==> config.mk <==
export PLATFORM = sky130hd
export DESIGN_NAME = per_slave_rr_arbiter
export DESIGN_NICKNAME = d
export VERILOG_FILES = /design/src/rtl/per_arb_pkg.sv /design/src/rtl/per_arb_id_fifo.sv /design/src/rtl/per_slave_rr_arbiter.sv
export SDC_FILE = /design/constraint.sdc
export NUM_CORES = 1
export LEC_CHECK = 0
export CORE_AREA = 2 2 168 170
export DETAILED_ROUTE_END_ITERATION = 8
export DIE_AREA = 0 0 170 172
export DONT_BUFFER_PORTS = 1
export PLACE_DENSITY = 0.34
export REMOVE_ABC_BUFFERS = 1
export SYNTH_ARGS = -nofsm -noshare
export SYNTH_HDL_FRONTEND = slang
export SYNTH_SLANG_ARGS = --single-unit
export TNS_END_PERCENT = 50
==> constraint.sdc <==
create_clock -name clk -period 2.2 [get_ports clk]
set_clock_uncertainty 0.1 [all_clocks]
set_input_delay 0.44 -clock clk [delete_from_list [all_inputs] [get_ports clk]]
set_output_delay 0.44 -clock clk [all_outputs]
set_load 0.05 [all_outputs]
==> src/rtl/per_arb_pkg.sv <==
// per_arb_pkg: shared width helpers and round-robin search for the per-slave arbiter
package per_arb_pkg;
    localparam int MAX_N = 64;
    function automatic int idx_w(input int n);
        return (n > 1) ? $clog2(n) : 1;
    endfunction
    function automatic int cnt_w(input int d);
        return $clog2(d + 1);
    endfunction
    function automatic int rr_pick(input logic [MAX_N-1:0] req, input int n, input int ptr);
        int w;
        w = -1;
        for (int k = MAX_N - 1; k >= 0; k--)
            if (k < n && req[(ptr + k) % n]) w = (ptr + k) % n;
        return w;
    endfunction
endpackage

==> src/rtl/per_arb_id_fifo.sv <==
// per_arb_id_fifo: synchronous FIFO holding the master index of each outstanding transaction
module per_arb_id_fifo
    import per_arb_pkg::*;
#(
    parameter int DEPTH = 2,
    parameter int WIDTH = 2
) (
    input  logic             clk,
    input  logic             rst,
    input  logic             push,
    input  logic             pop,
    input  logic [WIDTH-1:0] din,
    output logic [WIDTH-1:0] head,
    output logic             full,
    output logic             empty
);
    localparam int PW = idx_w(DEPTH);
    localparam int CW = cnt_w(DEPTH);
    logic [DEPTH-1:0][WIDTH-1:0] mem_q, mem_d;
    logic [PW-1:0] rd_q, rd_d, wr_q, wr_d;
    logic [CW-1:0] cnt_q, cnt_d;
    logic do_push, do_pop;
    always_comb begin
        full = cnt_q == CW'(DEPTH);
        empty = cnt_q == '0;
        do_push = push & !full;
        do_pop = pop & !empty;
        head = mem_q[rd_q];
        mem_d = mem_q;
        if (do_push) mem_d[wr_q] = din;
        wr_d = do_push ? ((wr_q == PW'(DEPTH - 1)) ? '0 : wr_q + 1'b1) : wr_q;
        rd_d = do_pop ? ((rd_q == PW'(DEPTH - 1)) ? '0 : rd_q + 1'b1) : rd_q;
        cnt_d = cnt_q + CW'(do_push) - CW'(do_pop);
    end
    always_ff @(posedge clk) begin
        if (rst) begin
            mem_q <= '0;
            rd_q <= '0;
            wr_q <= '0;
            cnt_q <= '0;
        end else begin
            mem_q <= mem_d;
            rd_q <= rd_d;
            wr_q <= wr_d;
            cnt_q <= cnt_d;
        end
    end
endmodule

==> src/rtl/per_slave_rr_arbiter.sv <==
// per_slave_rr_arbiter: round-robin share of one peripheral slave with in-order response routing
module per_slave_rr_arbiter
    import per_arb_pkg::*;
#(
    parameter int N_MASTER = 4,
    parameter int ADDR_WIDTH = 32,
    parameter int DATA_WIDTH = 32,
    parameter int BE_WIDTH = DATA_WIDTH / 8,
    parameter int MAX_OUTSTANDING = 2
) (
    input  logic                                 clk,
    input  logic                                 rst,
    input  logic [N_MASTER-1:0]                  req_i,
    input  logic [N_MASTER-1:0][ADDR_WIDTH-1:0]  add_i,
    input  logic [N_MASTER-1:0]                  wen_i,
    input  logic [N_MASTER-1:0][DATA_WIDTH-1:0]  wdata_i,
    input  logic [N_MASTER-1:0][BE_WIDTH-1:0]    be_i,
    output logic [N_MASTER-1:0]                  gnt_o,
    output logic                                 req_o,
    output logic [ADDR_WIDTH-1:0]                add_o,
    output logic                                 wen_o,
    output logic [DATA_WIDTH-1:0]                wdata_o,
    output logic [BE_WIDTH-1:0]                  be_o,
    input  logic                                 gnt_i,
    input  logic                                 r_valid_i,
    input  logic [DATA_WIDTH-1:0]                r_rdata_i,
    input  logic                                 r_opc_i,
    output logic [N_MASTER-1:0]                  r_valid_o,
    output logic [DATA_WIDTH-1:0]                r_rdata_o,
    output logic                                 r_opc_o,
    output logic                                 resp_err_o
);
    localparam int IW = idx_w(N_MASTER);
    localparam logic [N_MASTER-1:0] ONE = {{(N_MASTER - 1){1'b0}}, 1'b1};
    logic [IW-1:0] ptr_q, ptr_d, win_idx, head;
    logic has_win, full, empty, accept, pop, err_q, err_d;
    int winner;
    per_arb_id_fifo #(
        .DEPTH(MAX_OUTSTANDING),
        .WIDTH(IW)
    ) u_id_fifo (
        .clk  (clk),
        .rst  (rst),
        .push (accept),
        .pop  (pop),
        .din  (win_idx),
        .head (head),
        .full (full),
        .empty(empty)
    );
    always_comb begin
        winner = rr_pick(MAX_N'(req_i), N_MASTER, int'(ptr_q));
        has_win = winner >= 0;
        win_idx = IW'(winner);
        // Full blocks acceptance even if a response frees a slot this cycle
        req_o = |req_i & !full;
        accept = req_o & gnt_i;
        gnt_o = accept ? ONE << win_idx : '0;
        add_o = has_win ? add_i[win_idx] : '0;
        wen_o = has_win ? wen_i[win_idx] : 1'b0;
        wdata_o = has_win ? wdata_i[win_idx] : '0;
        be_o = has_win ? be_i[win_idx] : '0;
        ptr_d = accept ? ((win_idx == IW'(N_MASTER - 1)) ? '0 : win_idx + 1'b1) : ptr_q;
        pop = r_valid_i & !empty;
        r_valid_o = pop ? ONE << head : '0;
        err_d = err_q | (r_valid_i & empty);
        r_rdata_o = r_rdata_i;
        r_opc_o = r_opc_i;
        resp_err_o = err_q;
    end
    always_ff @(posedge clk) begin
        if (rst) begin
            ptr_q <= '0;
            err_q <= 1'b0;
        end else begin
            ptr_q <= ptr_d;
            err_q <= err_d;
        end
    end
endmodule

After elaboration in Yosys (flattened, before gate mapping)

Index checks and enable logic that the tools add are counted.

Bits in registers: 11
Input bits: 317
Output and inout port bits: 112
Word-level logic and storage cells: 83

$add $sub $neg: 8
Order comparisons: 9
Eq/ne operators: 2
Shift operators: 2
Muxes and demuxes: 37
Bitwise operators: 10
Reductions and logical operators: 8

Operator list:

| operator                                                           | number |
|---|---|
| two-way mux 32 bit                                                 | 8 |
| binary-select mux 32 bit (select 2 bit)                            | 2 |
| greater-or-equal comparator 32 x 1 -> 1 bit, second input constant | 1 |
| < comparator 3 x 8 -> 1 bit, second input constant                 | 3 |
| two-way mux 4 bit                                                  | 4 |
| two-way mux 1 bit                                                  | 11 |
| binary-select mux 1 bit (select 3 bit)                             | 3 |
| binary-select mux 4 bit (select 2 bit)                             | 1 |
| two-way mux 2 bit                                                  | 4 |
| << shifter 1 x 2 -> 4 bit, first input constant                    | 2 |
| < comparator 2 x 7 -> 1 bit, second input constant                 | 1 |
| bitwise AND 1 bit                                                  | 6 |
| OR reduction 2 bit                                                 | 3 |
| adder 2 x 1 -> 2 bit, second input constant                        | 2 |
| adder 2 bit, second input constant                                 | 2 |
| binary-select mux 1 bit (select 2 bit)                             | 2 |
| bitwise mux 4 bit                                                  | 1 |
| equality test 2 bit, second input constant                         | 2 |
| < comparator 1 x 2 -> 1 bit, second input constant                 | 2 |
| OR reduction 4 bit                                                 | 1 |
| bitwise AND 1 bit, first input constant                            | 3 |
| < comparator 2 x 3 -> 1 bit, second input constant                 | 1 |
| adder 1 bit, second input constant                                 | 2 |
| adder 2 x 1 -> 2 bit                                               | 1 |
| 7 further kinds                                                    | 8 |

Logic depth before layout (Yosys ltp)

Depth in word-level cells: 13
Depth in mapped cells: 9
Depth with buffers taken out: 8

By module

A second synthesis with hierarchy kept.

Cells, all modules: 358
Area, all modules: 3071.7 um2

By module, submodules not included:

| module               | instances | cells an instance | area each (um2) | seq. area each (um2) |
|---|---|---|---|---|
| per_slave_rr_arbiter | 1         | 317               | 2666.3          | 60.1 |
| per_arb_id_fifo      | 1         | 41                | 405.4           | 160.2 |

Worst setup path before layout

Ideal clock, no wire load.

Path type: input to output
Start point: input port req_i[0]
End point: output port add_o[20]
Arrival: 2.206 ns
Slack: -0.546 ns
Cell stages on the path: 7
Cell sequence: nor2b_1 a211o_1 a21o_1 clkbuf_1 buf_6 buf_2 o22ai_1

Cells in the longest elaborated chain, start to end: 10
Elaborated cells between the ends (all ways): 19
Classes of those cells: order compare: 1; mux: 18

RTL lines:

| element                                                                             | RTL line                   | text |
|---|---|---|
| start, declared                                                                     | per_slave_rr_arbiter.sv:13 | `input logic [N_MASTER-1:0] req_i,` |
| binary-select mux 1 bit (select 3 bit)                                              | per_arb_pkg.sv:14          | `if (k < n && req[(ptr + k) % n]) w = (ptr + k) % n;` |
| two-way mux 1 bit (implied by the code) (2 in a row)                                | per_arb_pkg.sv:14          |  |
| two-way mux 32 bit (3 in a row)                                                     | per_arb_pkg.sv:14          |  |
| two-way mux 32 bit *                                                                | per_arb_pkg.sv:14          |  |
| branches (longest 2 deep; another with greater-or-equal comparator 32 x 1 -> 1 bit) | --                         |  |
| two-way mux 32 bit *                                                                | per_slave_rr_arbiter.sv:59 | `add_o = has_win ? add_i[win_idx] : '0;` |
| end, declared                                                                       | per_slave_rr_arbiter.sv:20 | `output logic [ADDR_WIDTH-1:0] add_o,` |

Every way passes the cells marked *. The select of a mux whose other input is x is not followed.

Worst setup path in the final report

Start point: register ptr_q[0]
End point: output port add_o[7]

Cells in the longest elaborated chain, start to end: 13
Elaborated cells between the ends (all ways): 28
Classes of those cells: add/sub: 3; order compare: 1; mux: 18; bitwise: 3; reduce/logical: 3

RTL lines:

| element                                                                             | RTL line                   | text |
|---|---|---|
| start, declared                                                                     | per_slave_rr_arbiter.sv:35 | `logic [IW-1:0] ptr_q, ptr_d, win_idx, head;` |
| start signal, assigned                                                              | per_slave_rr_arbiter.sv:76 | `ptr_q <= ptr_d;` |
| adder 2 bit                                                                         | per_arb_pkg.sv:14          |  |
| OR reduction 2 bit (no source line)                                                 | --                         |  |
| bitwise AND 1 bit (no source line)                                                  | --                         |  |
| binary-select mux 1 bit (select 3 bit)                                              | per_arb_pkg.sv:14          |  |
| two-way mux 1 bit (implied by the code) (2 in a row)                                | per_arb_pkg.sv:14          |  |
| two-way mux 32 bit (3 in a row)                                                     | per_arb_pkg.sv:14          |  |
| two-way mux 32 bit *                                                                | per_arb_pkg.sv:14          |  |
| branches (longest 2 deep; another with greater-or-equal comparator 32 x 1 -> 1 bit) | --                         |  |
| two-way mux 32 bit *                                                                | per_slave_rr_arbiter.sv:59 |  |

Marks and branches as above.

==> out/summary.txt <==
CORE AREA -> 27,500 um^2
Critical Path AT -> 2.02 ns
Slew Viols, Final -> 0
Total CTS buffers -> 3
Hold_buf cts -> 0
Achievable frequency -> 391 MHz
Worst path slowest cell -> dfxtp_4
Crit-path cells -> nor2b_2 -> o21ai_2 -> o31ai_4 -> buf_6 -> buf_12 -> buf_4 -> mux2i_1 -> o22ai_1 -> buf_4
Layout area overhead -> 48.3%
First-pass DRT Iterations -> 4
Vias in the first global route -> 3,116
Gpl congestion -> 0.788
Routed wire per std cell -> 19.8 um
DRC -> 0
Util after Layout -> 16.7%
Final setup margin -> -0.358 ns
Worst-case clock buffer depth -> 2
Max IR drop VDD -> 371 uV
Crit share post-route -> 116%
Tmin final -> 2.56 ns
Yosys warnings -> 0
Placed Area -> 3940 um^2
Synth cell types -> 33
Total gr overflow -> 0
Number of synthesized register bits -> 11
Via Count -> 3,257
Global-route wire length before repair -> 19,200 um
Post-route setup TNS -> -19.57 ns
Antenna-violating nets left -> 0
Fillers -> 3,101
Clock Latency Late Sink -> 0.24 ns
Pre-CTS setup slack -> -0.406 ns
R2r setup slk -> 0.30 ns
CTS Sinks -> 11
Die X -> 170 um
Cells after DPL -> 751
Worst Max-Slew Pin Slew -> 0.517 ns
H-tree lvl count -> 1
Die area -> 29,200 um^2
Initial antenna violation count -> 2
Top-Level Pins -> 429
CP Launch Type -> flop
Status -> complete, but fails checks
Most common cell on crit path -> buf_4
Layout cells sized above 1 -> 37.6%
Post-Route WL -> 15,300 um
Failing checks -> negative setup slack
Cells after Synth -> 363
Pin count of the biggest net entering global routing -> 39
Hold Vio Cnt, Final -> 0
Port bufs -> 0
PD cells -> 1080 nW/um^2
Max cap viols -> 0
RSZ-0062 raised after global routing -> yes
Starting Density -> 11.2%
CTS clk-pin slew, worst paths -> 0.04 ns
# rows -> 61
CTS tree -> built
Largest stage delay, worst path -> 0.37 ns
Overall Global Routing Usage -> 8.84%
Post-DR vias/cell -> 4.21
Non-filler cells, final -> 774
Mean Syn Cell Area -> 8.51 um^2
Sequential-to-total area share from yosys stat -> 7.13%
Final hold slack -> 0.163 ns
Mapped cell area -> 3090 um^2
Area occupied by multi-input gates -> 2410 um^2
CP Max Fanout -> 7
Root buf cell -> clkbuf_16
Pwr Total -> 4.94 mW
Crit Path Class -> reg2out
Finish-stage setup viols -> 73
Die extent in y -> 172 um
Worst Setup End Kind -> output pin
Final layout net count -> 750
Drt initial violations -> 123
Required time of the critical path -> 1.66 ns
Slew HR -> 65.5%
HP Class -> in2reg
Layout Cell Area excl Fill -> 4580 um^2
Final HPWL DP -> 11,600 um
Leak Pwr -> 1.81 nW
Area taken by flip-flops and latches -> 225 um^2
registers in the layout (all words and copies together) (netlist names):
signal           count
u_id_fifo.wr_q       1
ptr_q                2
resp_err_o           1
u_id_fifo.cnt_q      2
u_id_fifo.rd_q       1
u_id_fifo.mem_q      4
cells by family (layout without fill, tap and decap cells):
logic type	count (synthesis)	count (layout)	synth area share, %
buffers and inverters	78	141	19.9
xor gates and xnor gates	4	4	1.13
DFF	11	11	7.13
and+or+nand+nor	37	37	6.20
muxes	140	140	45.4
AOI/OAI and AO/OA	87	87	17.8
other	0	2	0
adders and majority gates	6	6	2.43
worst max-delay path, delay by kind of cell, from the launching register on:
kind            cells  cell delay [ns]
buf+inv             4             0.71
compound gates      3             0.53
mux                 1             0.11
simple gates        1             0.05
flops               1             0.37
final cells by class:
class | count | share of cell area (%)
Antenna cell | 2 | 0.109
Clock buffer | 4 | 1.72
Inverter | 10 | 0.874
Multi-Input combinational cell | 274 | 52.6
Sequential cell | 11 | 4.92
Tap cell | 346 | 9.45
Timing Repair Buffer | 127 | 30.4
power breakdown:
part / switching, mW / internal [mW]
combinational: 2.58 / 1.70
clock: 0.0866 / 0.243
sequential: 0.0729 / 0.253
Yosys cell counts (all sizes together):
master / count / area (um^2)
mux2i: 140 / 1400
o22ai: 69 / 432
buf: 54 / 492
nor2: 15 / 56.3
clkbuf: 13 / 67.6
dfxtp: 11 / 220
inv: 10 / 37.5
a21oi: 8 / 40.0
ha: 6 / 75.1
nor2b: 5 / 31.3
and2: 4 / 25.0
a31oi: 3 / 18.8
a211oi: 2 / 20.0
nand2: 2 / 7.51
nand2b: 2 / 12.5
nand3: 2 / 10.0
nand3b: 2 / 15.0
nor3: 2 / 10.0
nor3b: 2 / 15.0
o21ai: 2 / 10.0
xnor2: 2 / 17.5
xor2: 2 / 17.5
a211o: 1 / 8.76
a21o: 1 / 7.51
bufbuf: 1 / 18.8
o31ai: 1 / 12.5
or3b: 1 / 8.76
metal layers:
layer | up-vias | routed length (um) | track usage [%] | share of wire (%)
met4 | 2 | 219 | 1.64 | 1.4
li1 | 1468 | - | - | -
met1 | 1532 | 5850 | 10.5 | 38
met2 | 243 | 7500 | 14.7 | 49
met3 | 12 | 1640 | 3.78 | 11
met5 | - | 101 | 2.78 | 0.66
cells in the final DEF (no fill, tap or decap), drive strengths merged, types with 4 or more instances in the layout:
cell,instances
buf,125
dfxtp,11
and2,4
a21oi,8
ha,6
o22ai,69
nor2b,5
mux2i,140
nor2,15
inv,10
clkbuf,6
worst paths after layout:
| path | cells after the start | to | from |
|---|---|---|---|
| hold / removal | 1 | ptr_q[0] | rst |
| hold reg to reg | 2 | u_id_fifo.mem_q[2] | u_id_fifo.mem_q[2] |
| setup reg to reg | 8 | ptr_q[0] | ptr_q[0] |
| setup / recovery | 9 | add_o[7] | ptr_q[0] |
what timing repair did:
action / 4_1_cts / 5_1_grt
resized for setup: 47 / 14
setup endpoints to repair: 73 / 73
gates cloned: 7 / 3
buffers inserted: 7 / 1
pin swaps: 19 / 7
Power figures use the tool's default switching activity.
